File: src/rtl/crc_chk_pkg.sv
// Shared types and constants for the CRC frame checker.
package crc_chk_pkg;

  localparam int unsigned DATA_W          = 32;
  localparam int unsigned CNT_W           = 16;
  localparam logic [31:0] CRC32_POLY_ETH  = 32'h04C11DB7;
  localparam int unsigned TIMEOUT_CYC_DEF = 32;

  typedef enum logic [1:0] {
    ST_IDLE,
    ST_STREAM,
    ST_WAIT_CRC,
    ST_REPORT
  } chk_state_e;

  typedef enum logic [1:0] {
    RES_OK,
    RES_ERR,
    RES_RUNT,
    RES_TIMEOUT
  } chk_result_e;

endpackage

File: src/rtl/crc_chk_sat_cnt.sv
// Saturating event counter: counts enabled cycles and sticks at all-ones.
module crc_chk_sat_cnt
  import crc_chk_pkg::*;
#(
  parameter int unsigned W = CNT_W
) (
  input  logic         clk_i,
  input  logic         rst_ni,
  input  logic         inc_i,
  output logic [W-1:0] cnt_o
);

  logic [W-1:0] cnt_q;

  function automatic logic [W-1:0] sat_inc(input logic [W-1:0] v);
    return (&v) ? v : v + {{(W-1){1'b0}}, 1'b1};
  endfunction

  // Count one event per enabled cycle, holding at the maximum value
  always_ff @(posedge clk_i or negedge rst_ni) begin
    if (!rst_ni) begin
      cnt_q <= '0;
    end else if (inc_i) begin
      cnt_q <= sat_inc(cnt_q);
    end
  end

  assign cnt_o = cnt_q;

endmodule

File: config.mk
export PLATFORM = sky130hd
export DESIGN_NAME = crc_chk_sat_cnt
export DESIGN_NICKNAME = d
export VERILOG_FILES = /design/src/rtl/crc_chk_pkg.sv /design/src/rtl/crc_chk_sat_cnt.sv
export SDC_FILE = /design/constraint.sdc
export NUM_CORES = 1
export LEC_CHECK = 0
export ABC_AREA = 1
export BUFFER_PORTS_ARGS = -buffer_cell sky130_fd_sc_hd__buf_2
export CAP_MARGIN = 20
export CORE_ASPECT_RATIO = 1.25
export CORE_MARGIN = 2
export CORE_UTILIZATION = 55
export DETAILED_ROUTE_END_ITERATION = 12
export PLACE_DENSITY = 0.78
export SETUP_SLACK_MARGIN = 0.02
export SYNTH_ARGS = -nofsm -noshare
export SYNTH_HDL_FRONTEND = slang
export SYNTH_SLANG_ARGS = --single-unit
File: constraint.sdc
create_clock -name clk_i -period 2.5 [get_ports clk_i]
set_clock_uncertainty 0.2 [all_clocks]
set_input_delay 0.25 -clock clk_i [delete_from_list [all_inputs] [get_ports clk_i]]
set_output_delay 0.25 -clock clk_i [all_outputs]
set_load 0.05 [all_outputs]
==> impl_metrics.prom, run 1 <==
# TYPE chip_impl_metric gauge
chip_impl_metric{name="gr_usage_total",unit=""} 0.223
chip_impl_info{name="setup.worst_path.end_class",value="register"} 1
chip_impl_metric{name="num_antenna_cells",unit=""} 0
chip_impl_metric{name="place.gp.congestion",unit=""} 0.838
chip_impl_info{name="synthDominantAreaCellType",value="sky130_fd_sc_hd__dfrtp_1"} 1
chip_impl_metric{name="worst_r2r_path_depth",unit=""} 8
chip_impl_metric{name="power_switching",unit="µW"} 324
chip_impl_metric{name="pin_count_of_the_biggest_net_entering_global_routing",unit=""} 17
chip_impl_info{name="worst_r2r_endpoint",value="cnt_o[10]"} 1
chip_impl_metric{name="finish.instance_area",unit="mm²"} 0.00118
chip_impl_info{name="synth_commonest_cells",value="sky130_fd_sc_hd__nand2_1 (71), sky130_fd_sc_hd__nor2_1 (19), sky130_fd_sc_hd__dfrtp_1 (16)"} 1
chip_impl_metric{name="final_core_util",unit=""} 0.660
chip_impl_metric{name="synth_fp_nets",unit=""} 162
chip_impl_info{name="hold_path_class",value="input pin to register"} 1
chip_impl_metric{name="cts_buffers",unit=""} 3
chip_impl_info{name="timing.critical_path.cells",value="ha_1, nand3_2, inv_1, nand2_1, nor2_1, nor2_1, nand2_1, nand2_1"} 1
chip_impl_info{name="path_common_cell",value="sky130_fd_sc_hd__nand2_1"} 1
chip_impl_info{name="ctsRootBufferMaster",value="sky130_fd_sc_hd__clkbuf_4"} 1
chip_impl_metric{name="worstHoldPathCells",unit=""} 5
chip_impl_info{name="worstSetupStartpointType",value="register"} 1
chip_impl_metric{name="start_util",unit=""} 0.589
chip_impl_metric{name="routed-via-count",unit=""} 1018
chip_impl_metric{name="timing.fmax",unit="MHz"} 546
chip_impl_metric{name="fin_cells",unit=""} 197
chip_impl_metric{name="grt_pass1_vias",unit=""} 934
chip_impl_metric{name="yosys.cell_types.count",unit=""} 19
chip_impl_info{name="destination_of_the_worst_hold_path",value="cnt_o[3]"} 1
chip_impl_metric{name="p_seq_frac",unit=""} 0.479
chip_impl_metric{name="place_inst",unit=""} 193
chip_impl_metric{name="cts_buffer_depth",unit=""} 2
chip_impl_metric{name="combPwrFrac",unit=""} 0.348
chip_impl_metric{name="max_cap_violations",unit=""} 0
chip_impl_metric{name="core_area",unit="mm²"} 0.00179
chip_impl_metric{name="grt_remaining_overflow",unit=""} 0
chip_impl_metric{name="finalPower",unit="µW"} 740
chip_impl_metric{name="fraction_of_final_layout_cells_with_drive_strength_greater_than_1",unit=""} 0.180
chip_impl_metric{name="first_pass_iters",unit=""} 4
chip_impl_metric{name="cts-htree-levels",unit=""} 1
chip_impl_metric{name="detailedRoute.firstIterationViolations",unit=""} 13
chip_impl_metric{name="wl",unit="µm"} 2160
chip_impl_metric{name="worst-endpoint-required",unit="ns"} 2.52
chip_impl_metric{name="critical_path.n_buffers_inverters",unit=""} 1
chip_impl_metric{name="drc_errors",unit=""} 0
chip_impl_info{name="slowest_stage",value="sky130_fd_sc_hd__dfrtp_1"} 1
chip_impl_metric{name="setup-violations-final",unit=""} 0
chip_impl_metric{name="synth_to_layout_area_growth",unit="%"} 12.1
chip_impl_metric{name="avgViaCountPerCell",unit=""} 5.17
chip_impl_metric{name="placementRows",unit=""} 17
chip_impl_metric{name="critical-path-max-stage-delay",unit="ns"} 0.44
chip_impl_metric{name="internal-power",unit="µW"} 416
chip_impl_metric{name="clock_latency",unit="ns"} 0.28
chip_impl_info{name="rsz0062_at_grt",value="false"} 1
chip_impl_metric{name="cp_data_arrival_time",unit="ns"} 1.85
chip_impl_metric{name="max_slew_margin",unit=""} 0.658
chip_impl_metric{name="sw_frac_of_total",unit=""} 0.438
chip_impl_metric{name="synth.ff_latch_count",unit=""} 16
chip_impl_metric{name="clockPowerShare",unit=""} 0.173
chip_impl_metric{name="finalCriticalPeriod",unit="ns"} 1.83
chip_impl_metric{name="async_reset_ff_frac",unit=""} 1.00
chip_impl_info{name="critPathKind",value="register to register"} 1
chip_impl_metric{name="cellLeakagePower",unit="µW"} 0.000628
chip_impl_metric{name="dp.final_hpwl",unit="µm"} 1680
chip_impl_metric{name="placed_cell_area",unit="mm²"} 0.00115
chip_impl_metric{name="setup_total_negative_slack",unit="ns"} 0
chip_impl_info{name="path_delay_family",value="simple AND/OR/NAND/NOR gates"} 1
chip_impl_metric{name="die_width",unit="µm"} 43.1
chip_impl_metric{name="top_level_ports",unit=""} 19
chip_impl_metric{name="die_h",unit="µm"} 52.9
chip_impl_metric{name="yosys_warnings",unit=""} 0
chip_impl_metric{name="fin_nets",unit=""} 184
chip_impl_metric{name="max-vdd-ir-drop",unit="V"} 0.000672
chip_impl_metric{name="powerDensity",unit="mW/mm²"} 627
chip_impl_metric{name="seq_area_frac_synth",unit=""} 0.380
chip_impl_metric{name="syn_avg_cell_area",unit="µm²"} 6.66
chip_impl_info{name="hold_start",value="inc_i"} 1
chip_impl_info{name="critical_path.reg2reg.startpoint",value="cnt_o[0]"} 1
chip_impl_metric{name="register_clock_pin_slew_on_the_reported_worst_setup_and_hold_paths",unit="ns"} 0.09
chip_impl_metric{name="antenna_found_initial",unit=""} 0
chip_impl_info{name="synthMostInstantiatedCell",value="sky130_fd_sc_hd__nand2_1"} 1
chip_impl_metric{name="timing_hold_violations_final",unit=""} 0
chip_impl_metric{name="timing_worst_slew_pin_value",unit="ns"} 0.511
chip_impl_metric{name="synth_enable_flop_cells",unit=""} 0
chip_impl_info{name="run_status",value="complete, no violations"} 1
chip_impl_info{name="ys_top_cells_by_area",value="sky130_fd_sc_hd__dfrtp_1 (38%), sky130_fd_sc_hd__nand2_1 (25%), sky130_fd_sc_hd__nor2_1 (6.8%)"} 1
chip_impl_metric{name="mappedNetlistArea",unit="mm²"} 0.00105
chip_impl_metric{name="routed_wire_length_per_instance",unit="µm"} 10.9
chip_impl_metric{name="numPortBuffers",unit=""} 18
chip_impl_metric{name="finalMaxSlewViolations",unit=""} 0
chip_impl_info{name="cts_tree",value="yes"} 1
chip_impl_metric{name="design.die.area",unit="mm²"} 0.00228
chip_impl_metric{name="layout_worst_path_cycle_share",unit=""} 0.733
chip_impl_metric{name="netlist.area_leader.share",unit=""} 0.380
chip_impl_metric{name="drt.antenna.violating_nets",unit=""} 0
chip_impl_metric{name="grt_pass1_wl",unit="µm"} 3800
chip_impl_info{name="primary_ff_master_synth",value="sky130_fd_sc_hd__dfrtp_1"} 1
chip_impl_metric{name="largest_register_ff_count",unit=""} 16
chip_impl_metric{name="synthCells",unit=""} 158
chip_impl_metric{name="timing.critical_path.fanout_max",unit=""} 8
chip_impl_metric{name="clock-sinks",unit=""} 16
chip_impl_metric{name="rrSetupSlack",unit="ns"} 0.67
## through the flow
step           setup WS (ns)  hold slack [ns]
2_1_floorplan          0.535           -0.246
3_3_place_gp           0.727          -0.0207
3_5_place_dp           0.671          -0.0187
4_1_cts                0.640            0.159
5_1_grt                0.485            0.181
6_report               0.668            0.167
## cell usage in the layout (no fill, tap or decap)
cell type	n
sky130_fd_sc_hd__and2_1	1
sky130_fd_sc_hd__buf_2	18
sky130_fd_sc_hd__clkbuf_4	3
sky130_fd_sc_hd__dfrtp_1	16
sky130_fd_sc_hd__dlygate4sd3_1	1
sky130_fd_sc_hd__ha_1	1
sky130_fd_sc_hd__inv_1	15
sky130_fd_sc_hd__inv_2	2
sky130_fd_sc_hd__nand2_1	71
sky130_fd_sc_hd__nand2_2	4
sky130_fd_sc_hd__nand3_1	6
sky130_fd_sc_hd__nand3_2	2
sky130_fd_sc_hd__nand3b_1	4
sky130_fd_sc_hd__nand4_1	6
sky130_fd_sc_hd__nor2_1	19
sky130_fd_sc_hd__nor2_2	1
sky130_fd_sc_hd__nor2_4	2
sky130_fd_sc_hd__o21ai_0	3
sky130_fd_sc_hd__xnor2_1	1
sky130_fd_sc_hd__xor2_1	2
## power groups by stage
stage          Sequential (µW)  Clock, µW  Combinational (µW)
2_1_floorplan              460          0                 101
3_3_place_gp               355          0                 259
3_5_place_dp               359          0                 258
4_1_cts                    354        137                 260
5_1_grt                    361        150                 279
6_report                   355        128                 257
## routing by layer
metal / part of all wire / routed length [µm] / up-vias / track usage
li1: - / - / 531 / -
met5: 0 / 0 / - / 0
met3: 0.026 / 57 / 4 / 0.0410
met4: 0.012 / 26 / 0 / 0.0909
met2: 0.51 / 1100 / 19 / 0.403
met1: 0.45 / 977 / 464 / 0.256
## area by class of cell
class	count	area, µm²
Multi-Input combinational cell	123	569
Tap cell	19	23.8
Timing Repair Buffer	19	100
Inverter	17	63.8
Sequential cell	16	400
Clock buffer	3	22.5
Fill cell	174	607
## worst max path at each step
| stage | start | endpoint | slack (ns) | depth (start not counted) |
|---|---|---|---|---|
| global route | cnt_o[0] | cnt_o[13] | 0.48 | 8 |
| floorplan | cnt_o[1] | cnt_o[8] | 0.53 | 8 |
| detailed placement | cnt_o[0] | cnt_o[13] | 0.67 | 8 |
| finish | cnt_o[0] | cnt_o[10] | 0.67 | 8 |
| CTS | cnt_o[0] | cnt_o[13] | 0.64 | 8 |
| global placement | cnt_o[0] | cnt_o[10] | 0.73 | 8 |
## tightest hold or removal path, delay by kind of cell
family / cells / cell delay, ns
buffers and inverters: 1 / 0.12
AND/OR/NAND/NOR: 4 / 0.25
## cells by family after synthesis
kind of cell,Yosys count,synth area share
adders and majority gates,1,0.0119
DFF,16,0.380
and+or+nand+nor,116,0.490
buffers and inverters,19,0.0785
xor gates and xnor gates,3,0.0250
AOI/OAI and AO/OA,3,0.0143
## what timing repair did
| item | 4_1_cts | 5_1_grt |
|---|---|---|
| endpoints found under the hold margin | 16 | 0 |
| setup buffers | 0 | 0 |
| resized for setup | 0 | 0 |
| hold buffers | 1 | 0 |
No activity file was read; power rests on OpenSTA's default activity.
==> run 2, diff against run 1 <==
- ABC_AREA: 1 -> 0
- CORE_UTILIZATION: 55 -> 46
- PLACE_DENSITY: 0.78 -> 0.71
- clock period: 2.5 -> 1.55 ns (I/O delays scaled with it)
==> impl_metrics.prom, run 2 <==
# TYPE chip_impl_metric gauge
chip_impl_metric{name="timing.critical_path.fanout_max",unit=""} 2
chip_impl_metric{name="synth_to_layout_area_growth",unit="%"} 81.1
chip_impl_metric{name="setup_total_negative_slack",unit="ns"} -1.13
chip_impl_metric{name="netlist.area_leader.share",unit=""} 0.476
chip_impl_info{name="violations",value="negative setup slack"} 1
chip_impl_metric{name="avgViaCountPerCell",unit=""} 5.51
chip_impl_metric{name="synthCells",unit=""} 75
chip_impl_metric{name="route.met2.wl",unit="µm"} 1480
chip_impl_metric{name="synth_simple_gate_area_frac",unit=""} 0.304
chip_impl_metric{name="fraction_of_final_layout_cells_with_drive_strength_greater_than_1",unit=""} 0.773
chip_impl_metric{name="powerDensity",unit="mW/mm²"} 1370
chip_impl_metric{name="synth_fp_nets",unit=""} 79
chip_impl_info{name="dominant_combinational_cell_family_by_area_after_synthesis",value="simple AND/OR/NAND/NOR gates"} 1
chip_impl_metric{name="synth_enable_flop_cells",unit=""} 0
chip_impl_info{name="synth_commonest_cells",value="sky130_fd_sc_hd__dfrtp_1 (16), sky130_fd_sc_hd__xor2_1 (8), sky130_fd_sc_hd__nand3_1 (6), sky130_fd_sc_hd__nor2_1 (6), sky130_fd_sc_hd__nor3_1 (5)"} 1
chip_impl_info{name="ctsRootBufferMaster",value="sky130_fd_sc_hd__clkbuf_4"} 1
chip_impl_metric{name="cellLeakagePower",unit="µW"} 0.000739
chip_impl_metric{name="final_core_util",unit=""} 0.873
chip_impl_info{name="primary_ff_master_synth",value="sky130_fd_sc_hd__dfrtp_1"} 1
chip_impl_metric{name="async_reset_ff_frac",unit=""} 1.00
chip_impl_metric{name="timing_hold_violations_final",unit=""} 0
chip_impl_metric{name="timing_worst_slew_pin_value",unit="ns"} 0.368
chip_impl_info{name="top_layer",value="met4"} 1
chip_impl_metric{name="placementRows",unit=""} 17
chip_impl_metric{name="routed-via-count",unit=""} 832
chip_impl_metric{name="placed_cell_area",unit="mm²"} 0.00126
chip_impl_metric{name="register_clock_pin_slew_on_the_reported_worst_setup_and_hold_paths",unit="ns"} 0.09
chip_impl_metric{name="post_synth_xor_area_fraction",unit=""} 0.115
chip_impl_metric{name="detailedRoute.firstIterationViolations",unit=""} 12
chip_impl_metric{name="grt_pass1_wl",unit="µm"} 3560
chip_impl_metric{name="fin_ws",unit="ns"} -0.153
chip_impl_metric{name="largest_register_ff_count",unit=""} 16
chip_impl_info{name="cts_tree",value="yes"} 1
chip_impl_metric{name="yosys_warnings",unit=""} 0
chip_impl_metric{name="post_synth_fa_ha_maj_area_fraction",unit=""} 0.0149
chip_impl_metric{name="synth.ff_latch_count",unit=""} 16
chip_impl_metric{name="max_slew_margin",unit=""} 0.755
chip_impl_metric{name="finalMaxSlewViolations",unit=""} 0
chip_impl_metric{name="drc_errors",unit=""} 0
chip_impl_metric{name="finish.instance_area",unit="mm²"} 0.00152
chip_impl_metric{name="routed_wire_length_per_instance",unit="µm"} 16.6
chip_impl_info{name="most-common-layout-cells",value="sky130_fd_sc_hd__buf_4 (25), sky130_fd_sc_hd__dfrtp_2 (16), sky130_fd_sc_hd__buf_2 (16)"} 1
chip_impl_info{name="setup.worst_path.end_class",value="register"} 1
chip_impl_metric{name="num_antenna_cells",unit=""} 0
chip_impl_info{name="layout.cells.most_common",value="sky130_fd_sc_hd__buf_4"} 1
chip_impl_metric{name="start_util",unit=""} 0.482
chip_impl_metric{name="layout.filler_cells",unit=""} 80
chip_impl_metric{name="place.gp.congestion",unit=""} 0.716
chip_impl_metric{name="drt.antenna.violating_nets",unit=""} 0
chip_impl_metric{name="fin_nets",unit=""} 138
chip_impl_info{name="worstSetupStartpointType",value="register"} 1
chip_impl_metric{name="max-vdd-ir-drop",unit="V"} 0.00141
chip_impl_metric{name="cts_buffers",unit=""} 3
chip_impl_metric{name="grt_remaining_overflow",unit=""} 0
chip_impl_metric{name="worst-endpoint-required",unit="ns"} 1.52
chip_impl_metric{name="pin_count_of_the_biggest_net_entering_global_routing",unit=""} 17
chip_impl_info{name="synthDominantAreaCellType",value="sky130_fd_sc_hd__dfrtp_1"} 1
chip_impl_metric{name="grt_pass1_vias",unit=""} 818
chip_impl_metric{name="worst_hold_slack_across_all_endpoints",unit="ns"} 0.0519
chip_impl_metric{name="wl_met3",unit="µm"} 77
chip_impl_metric{name="gr_usage_total",unit=""} 0.215
chip_impl_metric{name="core_area",unit="mm²"} 0.00174
chip_impl_info{name="ys_top_cells_by_area",value="sky130_fd_sc_hd__dfrtp_1 (48%), sky130_fd_sc_hd__xor2_1 (8.3%), sky130_fd_sc_hd__mux2_2 (5.4%)"} 1
chip_impl_metric{name="finalCriticalPeriod",unit="ns"} 1.70
chip_impl_metric{name="dp.final_hpwl",unit="µm"} 1460
chip_impl_metric{name="compound_gate_fraction_of_synth_area",unit=""} 0.0268
chip_impl_metric{name="yosys.cell_types.count",unit=""} 24
chip_impl_metric{name="cp_data_arrival_time",unit="ns"} 1.68
chip_impl_metric{name="seq_area_frac_synth",unit=""} 0.476
chip_impl_metric{name="timing.fmax",unit="MHz"} 587
chip_impl_info{name="rsz0062_at_grt",value="true"} 1
chip_impl_metric{name="wire_length_on_met1",unit="µm"} 896
chip_impl_metric{name="clock-sinks",unit=""} 16
chip_impl_metric{name="numPortBuffers",unit=""} 18
chip_impl_metric{name="setup-violations-final",unit=""} 13
chip_impl_metric{name="cts-htree-levels",unit=""} 1
chip_impl_metric{name="clock_latency",unit="ns"} 0.28
chip_impl_metric{name="top_level_ports",unit=""} 19
chip_impl_metric{name="synth.mux.area_fraction",unit=""} 0.0536
chip_impl_metric{name="layout_worst_path_cycle_share",unit=""} 1.10
chip_impl_metric{name="die_h",unit="µm"} 51.8
chip_impl_metric{name="die_width",unit="µm"} 42.2
chip_impl_metric{name="design.die.area",unit="mm²"} 0.00219
chip_impl_info{name="run_status",value="finished, violations left"} 1
chip_impl_info{name="critPathKind",value="register to register"} 1
chip_impl_metric{name="syn_avg_cell_area",unit="µm²"} 11.2
chip_impl_info{name="hold_path_class",value="input pin to register"} 1
chip_impl_metric{name="cts_buffer_depth",unit=""} 2
chip_impl_metric{name="mappedNetlistArea",unit="µm²"} 841
chip_impl_metric{name="max_cap_violations",unit=""} 0
chip_impl_metric{name="antenna_found_initial",unit=""} 0
chip_impl_metric{name="wl",unit="µm"} 2510
chip_impl_info{name="synthMostInstantiatedCell",value="sky130_fd_sc_hd__dfrtp_1"} 1
chip_impl_metric{name="first_pass_iters",unit=""} 4
==> run 2: cell types whose count changed after synthesis, sizes merged, moves of 3 or more <==
cell	before	now
mux2	0	4
nor3	0	5
nand2	75	4
nand3b	4	0
nor2	22	6
xor2	2	8
nor4	0	3
inv	17	1
==> run 2: routing by layer <==
| layer | vias up | global-route usage |
|---|---|---|
| li1 | 390 | - |
| met1 | 410 | 0.251 |
| met2 | 24 | 0.403 |
| met3 | 8 | 0.0313 |
| met4 | 0 | 0.0677 |
| met5 | - | 0 |
==> run 2: repair_timing <==
action,4_1_cts,5_1_grt
endpoints found under the setup margin,13,16
resized for setup,24,15
pin swaps,12,10
hold buffers,1,0
setup buffers,4,6
hold endpoints to repair,16,0
==> run 2: cell type report <==
cell class | instances | area, µm² | share of cell area
multi-input cells | 57 | 624 | 0.410
repair buffers | 55 | 428 | 0.281
flip-flops and latches | 16 | 420 | 0.276
well taps | 19 | 23.8 | 0.0156
clock buffers | 3 | 22.5 | 0.0148
inverters | 1 | 3.75 | 0.00247
==> run 2: cells by family (layout without fill, tap and decap cells) <==
family / after synthesis / in the layout
buf+inv: 2 / 59
compound gates: 4 / 4
xor+xnor: 11 / 11
simple gates: 37 / 37
fa+ha+maj: 1 / 1
mux: 4 / 4
flops: 16 / 16
==> run 2: final timing paths <==
path                        endpoint  slack (ns)       from  cells after the start
min reg2reg                cnt_o[11]        0.39  cnt_o[11]                      2
max reg2reg                 cnt_o[1]       -0.15   cnt_o[8]                      5
min in group asynchronous   cnt_o[4]        0.11     rst_ni                      2
max                         cnt_o[1]       -0.15   cnt_o[8]                      5
max in group asynchronous   cnt_o[3]        0.75     rst_ni                      2
min                         cnt_o[2]        0.05      inc_i                      3
==> run 2: metrics by stage <==
stage               cells  power, µW  setup WS, ns
global route          151       2160        -0.207
finish                151       2080        -0.153
floorplan              75       1230        -0.400
CTS                   146       1880        -0.145
global placement      138       1560        -0.121
detailed placement    138       1580        -0.156
==> run 2: where the power goes <==
| part | total, µW | leakage [µW] | switching (µW) | internal (µW) |
|---|---|---|---|---|
| Combinational | 1210 | 0.000537 | 678 | 532 |
| Clock | 219 | 0.0000138 | 129 | 90.0 |
| Sequential | 654 | 0.000188 | 128 | 527 |
| Total | 2080 | 0.000739 | 935 | 1150 |
==> run 2: critical path, stage by stage, from the launching register on <==
cell and delay, ns:
sky130_fd_sc_hd__dfrtp_2 0.40, sky130_fd_sc_hd__nand4_4 0.11, sky130_fd_sc_hd__buf_6 0.13, sky130_fd_sc_hd__nor4_4 0.26, sky130_fd_sc_hd__nand2b_4 0.20, sky130_fd_sc_hd__mux2_4 0.29
